==> src/rtl/j_pixel_indexer_if.sv <==
// Control/index bus between the buffer controller (master) and the pixel indexer (slave).
interface j_pixel_indexer_if #(
    parameter int unsigned CNT_W  = 13,
    parameter int unsigned ADDR_W = 26
);
    logic              clear;
    logic              start;
    logic              mode;
    logic [CNT_W-1:0]  img_width;
    logic [CNT_W-1:0]  img_height;
    logic              advance;
    logic              valid;
    logic [CNT_W-1:0]  col;
    logic [CNT_W-1:0]  row;
    logic [ADDR_W-1:0] addr;
    logic              last;
    logic              row_end;
    logic              blk_end;
    logic              frame_done;
    logic              cfg_err;

    modport master (
        output clear, start, mode, img_width, img_height, advance,
        input  valid, col, row, addr, last, row_end, blk_end, frame_done, cfg_err
    );

    modport slave (
        input  clear, start, mode, img_width, img_height, advance,
        output valid, col, row, addr, last, row_end, blk_end, frame_done, cfg_err
    );
endinterface

==> src/rtl/j_pixel_indexer.sv <==
// 2D pixel address generator: raster or BLKxBLK block traversal, one index per accepted advance.
// The linear address is tracked incrementally so no multiplier is needed.
module j_pixel_indexer #(
    parameter int unsigned CNT_W    = 13,
    parameter int unsigned ADDR_W   = 26,
    parameter int unsigned BLK_LOG2 = 3
) (
    input  logic               clk,
    input  logic               rst,
    j_pixel_indexer_if.slave   bus
);
    localparam int unsigned          BLK     = 1 << BLK_LOG2;
    localparam logic [CNT_W-1:0]     BLK_M1  = CNT_W'(BLK - 1);
    localparam logic [BLK_LOG2-1:0]  OFF_MAX = '1;

    typedef enum logic [0:0] {S_IDLE, S_RUN} state_t;

    state_t             state_q, state_d;
    logic               mode_q, mode_d;
    logic [CNT_W-1:0]   width_q, width_d;
    logic [CNT_W-1:0]   height_q, height_d;
    logic [ADDR_W-1:0]  wstep_q, wstep_d;

    logic               valid_q, valid_d;
    logic [CNT_W-1:0]   col_q, col_d;
    logic [CNT_W-1:0]   row_q, row_d;
    logic [ADDR_W-1:0]  addr_q, addr_d;
    logic               last_q, last_d;
    logic               row_end_q, row_end_d;
    logic               blk_end_q, blk_end_d;
    logic               frame_done_q, frame_done_d;
    logic               cfg_err_q, cfg_err_d;

    logic               cfg_ok_c;
    logic               start_ok_c;
    logic [CNT_W-1:0]   w_last_c;

    // Block mode additionally needs both dimensions to be whole blocks.
    assign cfg_ok_c   = (bus.img_width != '0) && (bus.img_height != '0) &&
                        (!bus.mode || ((bus.img_width[BLK_LOG2-1:0] == '0) &&
                                       (bus.img_height[BLK_LOG2-1:0] == '0)));
    assign start_ok_c = (state_q == S_IDLE) && !bus.clear && bus.start && cfg_ok_c;
    assign w_last_c   = width_q - CNT_W'(1);

    // State and register file
    always_ff @(posedge clk or posedge rst) begin
        if (rst) begin
            state_q      <= S_IDLE;
            mode_q       <= 1'b0;
            width_q      <= '0;
            height_q     <= '0;
            wstep_q      <= '0;
            valid_q      <= 1'b0;
            col_q        <= '0;
            row_q        <= '0;
            addr_q       <= '0;
            last_q       <= 1'b0;
            row_end_q    <= 1'b0;
            blk_end_q    <= 1'b0;
            frame_done_q <= 1'b0;
            cfg_err_q    <= 1'b0;
        end else begin
            state_q      <= state_d;
            mode_q       <= mode_d;
            width_q      <= width_d;
            height_q     <= height_d;
            wstep_q      <= wstep_d;
            valid_q      <= valid_d;
            col_q        <= col_d;
            row_q        <= row_d;
            addr_q       <= addr_d;
            last_q       <= last_d;
            row_end_q    <= row_end_d;
            blk_end_q    <= blk_end_d;
            frame_done_q <= frame_done_d;
            cfg_err_q    <= cfg_err_d;
        end
    end

    // Next state and configuration latch
    always_comb begin
        state_d  = state_q;
        mode_d   = mode_q;
        width_d  = width_q;
        height_d = height_q;
        wstep_d  = wstep_q;
        if (bus.clear) begin
            state_d = S_IDLE;
        end else begin
            case (state_q)
                S_IDLE: begin
                    if (start_ok_c) begin
                        state_d  = S_RUN;
                        mode_d   = bus.mode;
                        width_d  = bus.img_width;
                        height_d = bus.img_height;
                        // (BLK-1)*W used by the jump back to the top of the next block
                        wstep_d  = (ADDR_W'(bus.img_width) << BLK_LOG2) - ADDR_W'(bus.img_width);
                    end
                end
                S_RUN: begin
                    if (bus.advance && last_q) state_d = S_IDLE;
                end
                default: state_d = S_IDLE;
            endcase
        end
    end

    // Index stepping and status flags
    always_comb begin
        valid_d      = valid_q;
        col_d        = col_q;
        row_d        = row_q;
        addr_d       = addr_q;
        frame_done_d = 1'b0;
        cfg_err_d    = 1'b0;
        if (bus.clear) begin
            valid_d = 1'b0;
            col_d   = '0;
            row_d   = '0;
            addr_d  = '0;
        end else begin
            case (state_q)
                S_IDLE: begin
                    cfg_err_d = bus.start && !cfg_ok_c;
                    if (start_ok_c) begin
                        valid_d = 1'b1;
                        col_d   = '0;
                        row_d   = '0;
                        addr_d  = '0;
                    end
                end
                S_RUN: begin
                    if (bus.advance) begin
                        if (last_q) begin
                            valid_d      = 1'b0;
                            col_d        = '0;
                            row_d        = '0;
                            addr_d       = '0;
                            frame_done_d = 1'b1;
                        end else if (!mode_q) begin
                            addr_d = addr_q + ADDR_W'(1);
                            if (col_q == w_last_c) begin
                                col_d = '0;
                                row_d = row_q + CNT_W'(1);
                            end else begin
                                col_d = col_q + CNT_W'(1);
                            end
                        end else if (col_q[BLK_LOG2-1:0] != OFF_MAX) begin
                            col_d  = col_q + CNT_W'(1);
                            addr_d = addr_q + ADDR_W'(1);
                        end else if (row_q[BLK_LOG2-1:0] != OFF_MAX) begin
                            col_d  = col_q - BLK_M1;
                            row_d  = row_q + CNT_W'(1);
                            addr_d = addr_q + ADDR_W'(width_q) - ADDR_W'(BLK_M1);
                        end else if (col_q != w_last_c) begin
                            col_d  = col_q + CNT_W'(1);
                            row_d  = row_q - BLK_M1;
                            addr_d = addr_q - wstep_q + ADDR_W'(1);
                        end else begin
                            col_d  = '0;
                            row_d  = row_q + CNT_W'(1);
                            addr_d = addr_q + ADDR_W'(1);
                        end
                    end
                end
                default: valid_d = 1'b0;
            endcase
        end
        last_d    = valid_d && (row_d == height_d - CNT_W'(1)) && (col_d == width_d - CNT_W'(1));
        row_end_d = valid_d && (mode_d ? (col_d[BLK_LOG2-1:0] == OFF_MAX)
                                       : (col_d == width_d - CNT_W'(1)));
        blk_end_d = valid_d && mode_d && (col_d[BLK_LOG2-1:0] == OFF_MAX) &&
                    (row_d[BLK_LOG2-1:0] == OFF_MAX);
    end

    assign bus.valid      = valid_q;
    assign bus.col        = col_q;
    assign bus.row        = row_q;
    assign bus.addr       = addr_q;
    assign bus.last       = last_q;
    assign bus.row_end    = row_end_q;
    assign bus.blk_end    = blk_end_q;
    assign bus.frame_done = frame_done_q;
    assign bus.cfg_err    = cfg_err_q;
endmodule

==> src/flat_wrapper.sv <==
// flat-port wrapper written by rule: the top's interface ports become plain ports
module j_pixel_indexer_flat 
#(
    parameter int unsigned CNT_W    = 13,
    parameter int unsigned ADDR_W   = 26,
    parameter int unsigned BLK_LOG2 = 3
)
  (clk, rst, bus_clear, bus_start, bus_mode, bus_img_width, bus_img_height, bus_advance, bus_valid, bus_col, bus_row, bus_addr, bus_last, bus_row_end, bus_blk_end, bus_frame_done, bus_cfg_err);
  j_pixel_indexer_if #(.CNT_W(CNT_W), .ADDR_W(ADDR_W)) bus_i ();
  input  logic clk;
  input  logic rst;
  input wire logic [$bits(bus_i.clear)-1:0] bus_clear;
  input wire logic [$bits(bus_i.start)-1:0] bus_start;
  input wire logic [$bits(bus_i.mode)-1:0] bus_mode;
  input wire logic [$bits(bus_i.img_width)-1:0] bus_img_width;
  input wire logic [$bits(bus_i.img_height)-1:0] bus_img_height;
  input wire logic [$bits(bus_i.advance)-1:0] bus_advance;
  output wire logic [$bits(bus_i.valid)-1:0] bus_valid;
  output wire logic [$bits(bus_i.col)-1:0] bus_col;
  output wire logic [$bits(bus_i.row)-1:0] bus_row;
  output wire logic [$bits(bus_i.addr)-1:0] bus_addr;
  output wire logic [$bits(bus_i.last)-1:0] bus_last;
  output wire logic [$bits(bus_i.row_end)-1:0] bus_row_end;
  output wire logic [$bits(bus_i.blk_end)-1:0] bus_blk_end;
  output wire logic [$bits(bus_i.frame_done)-1:0] bus_frame_done;
  output wire logic [$bits(bus_i.cfg_err)-1:0] bus_cfg_err;
  assign bus_i.clear = bus_clear;
  assign bus_i.start = bus_start;
  assign bus_i.mode = bus_mode;
  assign bus_i.img_width = bus_img_width;
  assign bus_i.img_height = bus_img_height;
  assign bus_i.advance = bus_advance;
  assign bus_valid = bus_i.valid;
  assign bus_col = bus_i.col;
  assign bus_row = bus_i.row;
  assign bus_addr = bus_i.addr;
  assign bus_last = bus_i.last;
  assign bus_row_end = bus_i.row_end;
  assign bus_blk_end = bus_i.blk_end;
  assign bus_frame_done = bus_i.frame_done;
  assign bus_cfg_err = bus_i.cfg_err;
  j_pixel_indexer #(.CNT_W(CNT_W), .ADDR_W(ADDR_W), .BLK_LOG2(BLK_LOG2)) u_core (.clk(clk), .rst(rst), .bus(bus_i));
endmodule
==> config.mk <==
export PLATFORM = sky130hd
export DESIGN_NAME = j_pixel_indexer_flat
export DESIGN_NICKNAME = d
export VERILOG_FILES = /design/src/rtl/j_pixel_indexer_if.sv /design/src/rtl/j_pixel_indexer.sv /design/src/flat_wrapper.sv
export SDC_FILE = /design/constraint.sdc
export NUM_CORES = 1
export LEC_CHECK = 0
export BUFFER_PORTS_ARGS = -buffer_cell sky130_fd_sc_hd__buf_2
export CORE_UTILIZATION = 43
export CTS_CLUSTER_DIAMETER = 40
export CTS_CLUSTER_SIZE = 40
export DETAILED_ROUTE_END_ITERATION = 8
export PLACE_DENSITY_LB_ADDON = 0.08
export SYNTH_ARGS = -nofsm -noshare
export SYNTH_HDL_FRONTEND = slang
export SYNTH_SLANG_ARGS = --single-unit
==> constraint.sdc <==
create_clock -name clk -period 5.9 [get_ports clk]
set_input_delay 0.59 -clock clk [delete_from_list [all_inputs] [get_ports clk]]
set_output_delay 0.59 -clock clk [all_outputs]
set_load 0.02 [all_outputs]
After elaboration in Yosys (flattened, before gate mapping)
Cells that the tools add are included.

word-level totals
  output and inout bits = 58
  logic and storage cells = 117
  bits of input ports = 32
  register bits = 112

cells by class
  equality and inequality tests = 10
  bitwise operators = 2
  add/sub/neg operators = 13
  reduce and logical (&&, ||, !) cells = 24
  mux-type cells = 54

operator list
  kind                                                                      count
  13-bit two-way mux                                                        24
  26-bit two-way mux                                                        8
  26-bit by 1-bit adder with 26-bit output (second input constant)          2
  13-bit one-hot mux with 2 select lines                                    2
  26-bit one-hot mux with 2 select lines                                    1
  13-bit equality test                                                      3
  13-bit by 1-bit subtractor with 13-bit output (second input constant)     3
  13-bit by 1-bit adder with 13-bit output (second input constant)          2
  26-bit by 13-bit adder with 26-bit output                                 1
  13-bit nonzero test                                                       2
  13-bit by 3-bit subtractor with 13-bit output (second input constant)     2
  26-bit subtractor                                                         1
  26-bit by 3-bit subtractor with 26-bit output (second input constant)     1
  1-bit two-way mux                                                         17
  16-bit by 13-bit subtractor with 17-bit output                            1
  1-bit logical AND                                                         14
  13-bit inequality test                                                    1
  3-bit inequality test (second input constant)                             3
  3-bit equality test (second input constant)                               2
  3-bit logical NOT                                                         2
  1-bit one-hot mux with 2 select lines                                     2
  1-bit logical NOT                                                         3
  3-bit by 2-bit inequality test with 1-bit output (second input constant)  1
  3-bit AND reduction                                                       1
  other kinds (3)                                                           4

Logic depth before layout (Yosys ltp)
Gate-level depths: netlist (run 1).

  depth in word-level cells = 13
  mapped depth = 22
  mapped depth without buffers = 19

Worst setup path before layout (run 1)
Ideal clock, no wire load.

  path kind = input to register
  start = input bus_img_width[2]
  end = register u_core.last_q, in the netlist u_core.bus.last
  stages = 20
  required time = 5804 ps
  data arrival time = 5058 ps
  buffers on the path = 3
  slack = 746 ps
  setup time = 96 ps
  cell sequence = or4_4 > nor3_2 > a41oi_2 > nand2_1 > buf_4 > clkbuf_1 > clkbuf_1 > nor2_1 > a21oi_1 > ha_1 > nand3_1 > xnor2_1 > mux2i_1 > mux2i_1 > a221oi_1 > o311ai_0 > or4_1 > a2111oi_0 > nand4_1 > nor4_2

on the way
  word-level cells in the longest chain between the ends = 12
  elaborated cells between the ends (all ways) = 28
  classes of those cells = add/sub: 2; eq/ne: 2; mux: 15; reduce/logical: 9

RTL lines
  item                                                                                                    line                    source
  start, declared                                                                                         flat_wrapper.sv:15      input wire logic [$bits(bus_i.img_width)-1:0] bus_img_width;
  parallel branches: the longest is 11 deep, another holds 13-bit by 1-bit subtractor with 13-bit output  -
  1-bit logical AND *                                                                                     j_pixel_indexer.sv:170  last_d = valid_d && (row_d == height_d - CNT_W'(1)) && (col_d == width_d - CNT_W'(1));
  named net u_core.last_d                                                                                 j_pixel_indexer.sv:28   logic last_q, last_d;
  end signal, assigned                                                                                    j_pixel_indexer.sv:72   last_q <= last_d;
  end, declared                                                                                           j_pixel_indexer.sv:28

Mark *: on every way through the listed nets, which the timed path passes.
A chain may end at the register's enable or synchronous reset.

Worst setup path after layout (run 1)
  start = register u_core.width_q[0]
  end = register u_core.last_q, in the netlist u_core.bus.last

on the way
  word-level cells in the longest chain between the ends = 13
  elaborated cells between the ends (all ways) = 29
  classes of those cells = add/sub: 2; eq/ne: 4; mux: 21; reduce/logical: 2

RTL lines
  item                                             line                    source
  start, declared                                  j_pixel_indexer.sv:20   logic [CNT_W-1:0] width_q, width_d;
  start signal, assigned                           j_pixel_indexer.sv:65   width_q <= width_d;
  13-bit by 1-bit subtractor with 13-bit output *  j_pixel_indexer.sv:43   assign w_last_c = width_q - CNT_W'(1);
  13-bit inequality test                           j_pixel_indexer.sv:156  end else if (col_q != w_last_c) begin
  13-bit two-way mux                               j_pixel_indexer.sv:156
  13-bit two-way mux                               j_pixel_indexer.sv:152  end else if (row_q[BLK_LOG2-1:0] != OFF_MAX) begin
  13-bit two-way mux                               j_pixel_indexer.sv:149  end else if (col_q[BLK_LOG2-1:0] != OFF_MAX) begin
  13-bit two-way mux *                             j_pixel_indexer.sv:141  end else if (!mode_q) begin
  13-bit two-way mux *                             j_pixel_indexer.sv:135  if (last_q) begin
  13-bit two-way mux *                             j_pixel_indexer.sv:134  if (bus.advance) begin
  13-bit one-hot mux with 2 select lines *         j_pixel_indexer.sv:123  case (state_q)
  13-bit two-way mux *                             j_pixel_indexer.sv:117  if (bus.clear) begin
  named net u_core.row_d[0]                        j_pixel_indexer.sv:26   logic [CNT_W-1:0] row_q, row_d;
  13-bit equality test *                           j_pixel_indexer.sv:170
  1-bit logical AND * (2 in series)                j_pixel_indexer.sv:170
  named net u_core.last_d                          j_pixel_indexer.sv:28

The timed path passes the listed nets; every way through them passes the cells marked *.

==> results.tsv, run 1 <==
stage	metric	value	unit
setup_path	Critical Path Fanout Max	8	
clock_tree	post-CTS sizing	0	
power_and_ir_drop	Reg power frac	31.0	%
power_and_ir_drop	share of total power in combinational logic	46.7	%
setup_path	R2R Path Start	u_core.width_q[0]	
logic_synthesis	gate count after technology mapping	1539	
logic_synthesis	number of synthesized flops with an enable pin	0	
outcome	outcome	complete, no violations	
setup_path	Worst Setup EP	u_core.bus.last	
logic_synthesis	Avg Cell Area, Syn	7.69	µm²
global_route	total track usage	29.6	%
die	Initial Util	43.9	%
clock_tree	H-tree levels	3	
clock_tree	Reg clk slew, reported paths	0.09	ns
power_and_ir_drop	NetSw	0.00125	W
sta	final hold vios	0	
hold_path	Hold WC Path Type	input pin to asynchronous set/reset pin	
drt	routed wire length	41.5	mm
setup_path	worst reg2reg path depth	20	
global_route	GR Overflow Total	0	
setup_path	CP Launch Point	u_core.width_q[0]	
job	Max-Cap Viols	0	
global_route	vias in the first global route	11200	
sta	worst relative slew slack	35.0	%
power_and_ir_drop	leakage power	5.89	nW
sta	Max Clk Rate	0.195	GHz
setup_path	Setup CP Type	register to register	
clock_tree	CTS tree	done	
logic_synthesis	ys async rst share	100	%
die	I/O pin count	90	
clock_tree	Clock Latency Late Sink	0.37	ns
setup_path	reg2reg end	u_core.bus.last	
power_and_ir_drop	Internal Power	0.00159	W
drt	DR iter-0 viols	1241	
sta	setup TNS	0	ns
setup_path	flop2flop setup slack	0.78	ns
logic_synthesis	yosys synthesis warning count	0	
cells_and_area	Final Util	48.0	%
clock_tree	maximum clock path buffer count	2	
cells_and_area	Ant. Diodes	0	
sta	Worst-Margin Slew	0.973	ns
placement	gp weighted congestion	0.948	
logic_synthesis	syn_nets	1692	
die	die area	28200	µm²
clock_tree	total clock sinks	103	
global_route	largest net degree at the start of global routing	57	
drt	DR vias/cell	6.16	
placement	dpl hpwl	31.4	mm
drt	Final ANT Viol Nets	0	
cells_and_area	Area Overhead vs Synth	9.30	%
logic_synthesis	post-synthesis sequential element count	103	
die	Rows	60	
sta	Tcrit/Tclk final	86.7	%
cells_and_area	Layout fillers	2764	
drt	DRC	0	
clock_tree	Root Buffer	clkbuf_16	
sta	Tmin final	5.12	ns
power_and_ir_drop	sw frac	44.0	%
power_and_ir_drop	Clock power frac	22.3	%
placement	number of port buffers	89	
cells_and_area	share of cells above drive strength 1	10.9	%
setup_path	Required @ worst endpoint	6.17	ns
setup_path	type of origin of the critical path	register	
logic_synthesis	ys flop type	dfrtp_1	
logic_synthesis	sequential area share after synthesis	21.8	%
die	die height	168	µm
die	Chip Width	168	µm
sta	hold slack	0.353	ns
drt	DR vias	12000	
power_and_ir_drop	Pwr Density	220	nW/µm²
drt	wire length per cell	21.4	µm
die	core area	27000	µm²
global_route	first-pass GRT wire length	64.7	mm
clock_tree	total clock buffers created by CTS	9	
logic_synthesis	Post-Syn Area	11800	µm²
drt	1st-pass router iterations	5	
power_and_ir_drop	highest ir drop seen on vdd	129	µV
clock_tree	Post-CTS Setup Bufs	0	
cells_and_area	Final nets	1751	
sta	Max Slew Vio Count	0	
logic_synthesis	synth unique cells	94	
setup_path	Critical Path Sink Type	register	
sta	clock skew	0.0152	ns
clock_tree	hold_buf cts	0	
sta	final setup vio count	0	
setup_path	critical path arrival	5.39	ns
sta	RSZ-0062 raised after global routing	false	
global_route	initial antenna violation count	0	
==> per-stage QoR <==
| stage | power [W] | std cells | instance area, µm² | setup slack (ns) |
|---|---|---|---|---|
| after floorplan | 0.00183 | 1539 | 11800 | 0.746 |
| after global placement | 0.00218 | 1928 | 12700 | 0.841 |
| after detailed placement | 0.00219 | 1928 | 12700 | 0.675 |
| after CTS | 0.00282 | 1943 | 12900 | 0.894 |
| after global routing | 0.00301 | 1943 | 12900 | 0.454 |
| final | 0.00284 | 1943 | 12900 | 0.782 |
==> cells in the final DEF (no fill, tap or decap), types with 17 or more instances in the layout <==
master and n:
a21o_1 36, a21oi_1 88, a31oi_1 17, and3_1 19, buf_2 89, buf_4 26, dfrtp_1 103, ha_1 119
inv_1 133, mux2i_1 28, nand2_1 158, nand2b_1 21, nand3_1 53, nand4_1 20, nor2_1 102, nor3_1 58
o21ai_0 128, xnor2_1 86, xor2_1 31
==> cells by family (layout without fill, tap and decap cells) <==
family                   Yosys count  count (layout)  share of synthesized area, %
flip-flops                       103             103                          21.8
AND/OR/NAND/NOR                  530             530                          22.4
AO/OA/AOI/OAI                    429             429                          24.2
adder cells (fa/ha/maj)          121             121                          12.9
multiplexers                      34              34                          2.94
buffers and inverters            202             265                          6.59
XOR/XNOR                         120             120                          9.24
==> synthesized netlist by cell type (5+ instances only) <==
| cell | n | share of area (%) |
|---|---|---|
| o31ai_1 | 9 | 0.57 |
| o41ai_1 | 5 | 0.37 |
| or4_1 | 6 | 0.38 |
| a31oi_1 | 17 | 0.90 |
| xor2_1 | 31 | 2.3 |
| a211oi_1 | 10 | 0.63 |
| nor4_1 | 17 | 0.90 |
| nand4_1 | 20 | 1.1 |
| and2_1 | 12 | 0.63 |
| mux2i_1 | 28 | 2.4 |
| o221ai_1 | 6 | 0.44 |
| a21oi_1 | 88 | 3.7 |
| nor3_1 | 58 | 2.5 |
| nand3_1 | 53 | 2.2 |
| inv_1 | 134 | 4.3 |
| o21a_1 | 9 | 0.57 |
| or3_1 | 10 | 0.53 |
| nor2_1 | 104 | 3.3 |
| o21ai_0 | 128 | 5.4 |
| o211ai_1 | 15 | 0.95 |
| a41oi_1 | 5 | 0.37 |
| nand2b_1 | 21 | 1.1 |
| nand2_1 | 159 | 5.0 |
| ha_1 | 119 | 13 |
| clkbuf_1 | 54 | 1.7 |
| buf_1 | 5 | 0.16 |
| and4_1 | 5 | 0.37 |
| xnor2_1 | 86 | 6.4 |
| and3_1 | 19 | 1.0 |
| nor2b_1 | 8 | 0.42 |
| mux2_2 | 5 | 0.48 |
| a21o_1 | 36 | 2.3 |
| nor3b_1 | 10 | 0.63 |
| nor3_2 | 6 | 0.51 |
| nand3b_1 | 5 | 0.32 |
| dfrtp_1 | 103 | 22 |
| a21boi_0 | 7 | 0.44 |
| o22ai_1 | 13 | 0.69 |
==> registers in the layout, indices dropped and copies added, names as in the netlist, 13 cells and up <==
signal	flops
u_core.bus.row	13
u_core.bus.addr	26
u_core.width_q	13
u_core.height_q	13
u_core.bus.col	13
u_core.wstep_q	17
==> cell type report <==
type | instances | area [µm²] | share of cell area [%]
clock inverters | 6 | 53.8 | 0.416
well taps | 341 | 427 | 3.30
flip-flops and latches | 103 | 2580 | 19.9
multi-input cells | 1234 | 8500 | 65.7
repair buffers | 115 | 641 | 4.95
inverters | 135 | 509 | 3.94
clock buffers | 9 | 225 | 1.74
==> how the worst min path moves through the flow <==
stage                     slack, ns  depth (start not counted)                 end                from
after global routing           0.45                          2   u_core.wstep_q[9]                 rst
final                          0.35                          2  u_core.wstep_q[10]                 rst
after global placement         0.46                          2  u_core.wstep_q[14]  u_core.wstep_q[14]
after detailed placement       0.47                          2   u_core.wstep_q[6]   u_core.wstep_q[6]
after floorplan                0.45                          2   u_core.wstep_q[4]   u_core.wstep_q[4]
after CTS                      0.41                          2  u_core.bus.addr[7]                 rst
==> layer usage <==
metal | wire length, µm | track usage, % | vias to the layer above
li1 | - | - | 5665
met1 | 19200 | 42.2 | 5771
met2 | 18400 | 46.8 | 474
met3 | 2980 | 3.55 | 60
met4 | 831 | 7.82 | 2
met5 | 72 | 1.91 | -
==> power groups by stage <==
stage          clock network (W)  registers [W]  logic, W
2_1_floorplan                  0       0.000856  0.000974
4_1_cts                 0.000638       0.000876   0.00131
3_3_place_gp                   0       0.000889   0.00129
3_5_place_dp                   0       0.000891   0.00130
5_1_grt                 0.000661       0.000888   0.00147
6_report                0.000633       0.000880   0.00133
==> worst max-delay path, stage by stage, from the launching register on <==
cell,delay (ns)
dfrtp_1,0.48
inv_1,0.17
ha_1,0.33
nor4b_2,0.32
a2111o_1,0.21
o41ai_2,0.07
a211oi_2,0.66
nor4_1,0.16
buf_4,0.21
inv_1,0.06
ha_1,0.13
nor2_1,0.04
mux2i_1,0.12
o21ai_0,0.17
a211oi_1,0.54
xnor2_1,0.12
a41oi_1,0.18
nand4_1,0.11
nor4_1,0.30
or4b_1,0.50
nor4_2,0.15
No activity file was read; power rests on OpenSTA's default activity.
==> run 2, diff against run 1 <==
--- a/config.mk
+++ b/config.mk
@@ -7,6 +7,7 @@
 export LEC_CHECK = 0
 export BUFFER_PORTS_ARGS = -buffer_cell sky130_fd_sc_hd__buf_2
 export CORE_UTILIZATION = 43
+export CTS_BUF_LIST = sky130_fd_sc_hd__clkbuf_8
 export CTS_CLUSTER_DIAMETER = 40
 export CTS_CLUSTER_SIZE = 40
 export DETAILED_ROUTE_END_ITERATION = 8
==> run 2 against run 1 <==
  * Clock skew rose by 0.0041 ns
  * Sequential share of layout area rose by 0.16 points
  * Cell count unchanged
  * Maximum frequency is 0.62% higher
  * Sequential power about the same
  * Critical endpoint unchanged
  * Register-to-register slack better by 0.03 ns
  * Die area unchanged
==> results.tsv, run 2 (synthesis results as in run 1) <==
stage	metric	value	unit	change
setup_path	R2R Path Start	u_core.width_q[0]		
clock_tree	maximum clock path buffer count	2		unchanged
placement	dpl hpwl	31.4	mm	unchanged
clock_tree	hold_buf cts	0		unchanged
global_route	first-pass GRT wire length	64.5	mm	-0.32%
setup_path	CP Launch Point	u_core.width_q[0]		
setup_path	Critical Path Sink Type	register		
drt	DRC	0		unchanged
global_route	largest net degree at the start of global routing	57		unchanged
clock_tree	total clock sinks	103		unchanged
die	core area	27000	µm²	unchanged
sta	worst relative slew slack	34.4	%	-0.55 points
setup_path	Critical Path Fanout Max	8		unchanged
setup_path	Required @ worst endpoint	6.21	ns	+0.04 ns
sta	Tmin final	5.09	ns	-0.0315 ns
drt	Final ANT Viol Nets	0		unchanged
clock_tree	total clock buffers created by CTS	9		unchanged
sta	RSZ-0062 raised after global routing	false		
clock_tree	Clock Latency Late Sink	0.41	ns	+0.04 ns
drt	DR vias/cell	6.15		-0.24%
drt	wire length per cell	21.3	µm	-0.20%
die	die area	28200	µm²	unchanged
clock_tree	Root Buffer	clkbuf_8		
global_route	GR Overflow Total	0		unchanged
drt	DR iter-0 viols	1305		+5.2%
power_and_ir_drop	final total power	0.00268	W	-5.7%
setup_path	Worst Setup EP	u_core.bus.last		
clock_tree	Post-CTS Setup Bufs	0		unchanged
die	die height	168	µm	unchanged
sta	final setup vio count	0		unchanged
die	Chip Width	168	µm	unchanged
setup_path	Setup CP Type	register to register		
sta	setup TNS	0	ns	unchanged
drt	routed wire length	41.5	mm	-0.20%
drt	DR vias	11900		-0.24%
setup_path	worst reg2reg path depth	20		unchanged
cells_and_area	Ant. Diodes	0		unchanged
die	I/O pin count	90		unchanged
sta	Max Clk Rate	0.197	GHz	+0.62%
cells_and_area	commonest cells after routing, fill and taps aside	nand2_1, inv_1, o21ai_0		
sta	hold slack	0.305	ns	-0.0477 ns
sta	Worst-Margin Slew	0.981	ns	+0.00827 ns
cells_and_area	Final nets	1751		unchanged
die	Initial Util	43.9	%	unchanged
clock_tree	Reg clk slew, reported paths	0.13	ns	+0.04 ns
job	Max-Cap Viols	0		unchanged
setup_path	reg2reg end	u_core.bus.last		
placement	number of port buffers	89		unchanged
setup_path	type of origin of the critical path	register		
sta	final hold vios	0		unchanged
drt	1st-pass router iterations	6		+1
clock_tree	post-CTS sizing	0		unchanged
cells_and_area	share of cells above drive strength 1	10.9	%	unchanged
cells_and_area	most common cell after layout, fill and taps aside	nand2_1		
hold_path	Hold WC Path Type	input pin to asynchronous set/reset pin		
power_and_ir_drop	highest ir drop seen on vdd	135	µV	+5.0%
clock_tree	H-tree levels	3		unchanged
die	Rows	60		unchanged
clock_tree	CTS tree	done		
global_route	vias in the first global route	11200		-0.16%
sta	Max Slew Vio Count	0		unchanged
cells_and_area	Area Overhead vs Synth	8.45	%	
power_and_ir_drop	Pwr Density	209	nW/µm²	-4.9%
sta	Tcrit/Tclk final	86.2	%	-0.53 points
cells_and_area	max FFs per register	26		unchanged
power_and_ir_drop	leakage power	5.85	nW	-0.78%
placement	gp weighted congestion	0.948		unchanged
sta	clock skew	0.0193	ns	+0.00407 ns
global_route	initial antenna violation count	0		unchanged
setup_path	critical path arrival	5.40	ns	about the same
global_route	total track usage	29.5	%	-0.066 points
outcome	outcome	complete, no violations		
setup_path	flop2flop setup slack	0.81	ns	+0.03 ns
## run 2: cell counts in the layout (fill, tap and decap cells not counted)
No cell type changed its count.
## run 2: through the flow
step / cell area (µm²) / utilization (%) / setup WS [ns] / cells
2_1_floorplan: 11800 / - / 0.746 / 1539
3_3_place_gp: 12700 / 47.0 / 0.841 / 1928
3_5_place_dp: 12700 / 47.0 / 0.675 / 1928
4_1_cts: 12800 / 47.6 / 0.884 / 1943
5_1_grt: 12800 / 47.6 / 0.450 / 1943
6_report: 12800 / 47.6 / 0.814 / 1943
## run 2: critical path: stages, from the launching register on
cell,delay (ns)
dfrtp_1,0.49
inv_1,0.16
ha_1,0.33
nor4b_2,0.31
a2111o_1,0.20
o41ai_2,0.07
a211oi_2,0.66
nor4_1,0.16
buf_4,0.20
inv_1,0.06
ha_1,0.13
nor2_1,0.04
mux2i_1,0.12
o21ai_0,0.16
a211oi_1,0.53
xnor2_1,0.12
a41oi_1,0.18
nand4_1,0.11
nor4_1,0.31
or4b_1,0.51
nor4_2,0.15
## run 2: worst min path at each step
| stage | start | to | slack [ns] | depth (start not counted) |
|---|---|---|---|---|
| finish | rst | u_core.wstep_q[10] | 0.31 | 2 |
| global route | rst | u_core.bus.addr[9] | 0.38 | 2 |
| CTS | rst | u_core.bus.addr[7] | 0.35 | 2 |
| detailed placement | u_core.wstep_q[6] | u_core.wstep_q[6] | 0.47 | 2 |
| global placement | u_core.wstep_q[14] | u_core.wstep_q[14] | 0.46 | 2 |
| floorplan | u_core.wstep_q[4] | u_core.wstep_q[4] | 0.45 | 2 |
## run 2: cell type report
| type | instances | area, µm² |
|---|---|---|
| fill | 2779 | 14100 |
| multi-input combinational | 1234 | 8500 |
| sequential | 103 | 2580 |
| timing repair buffer | 115 | 641 |
| inverter | 135 | 509 |
| tap | 341 | 427 |
| clock buffer | 9 | 124 |
| clock inverter | 6 | 53.8 |
## run 2: per-layer routing
| layer | GRT usage, % | part of all wire (%) | vias to the layer above |
|---|---|---|---|
| met5 | 0 | 0 | - |
| met4 | 7.30 | 1.9 | 0 |
| met3 | 4.33 | 7.7 | 54 |
| met2 | 46.6 | 44 | 518 |
| met1 | 42.0 | 46 | 5704 |
| li1 | - | - | 5667 |
## run 2: power by group
part           total (W)  internal, W  switching [W]
clock           0.000477     0.000160       0.000318
sequential      0.000880     0.000781      0.0000989
combinational    0.00132     0.000517       0.000805
total            0.00268      0.00146        0.00122
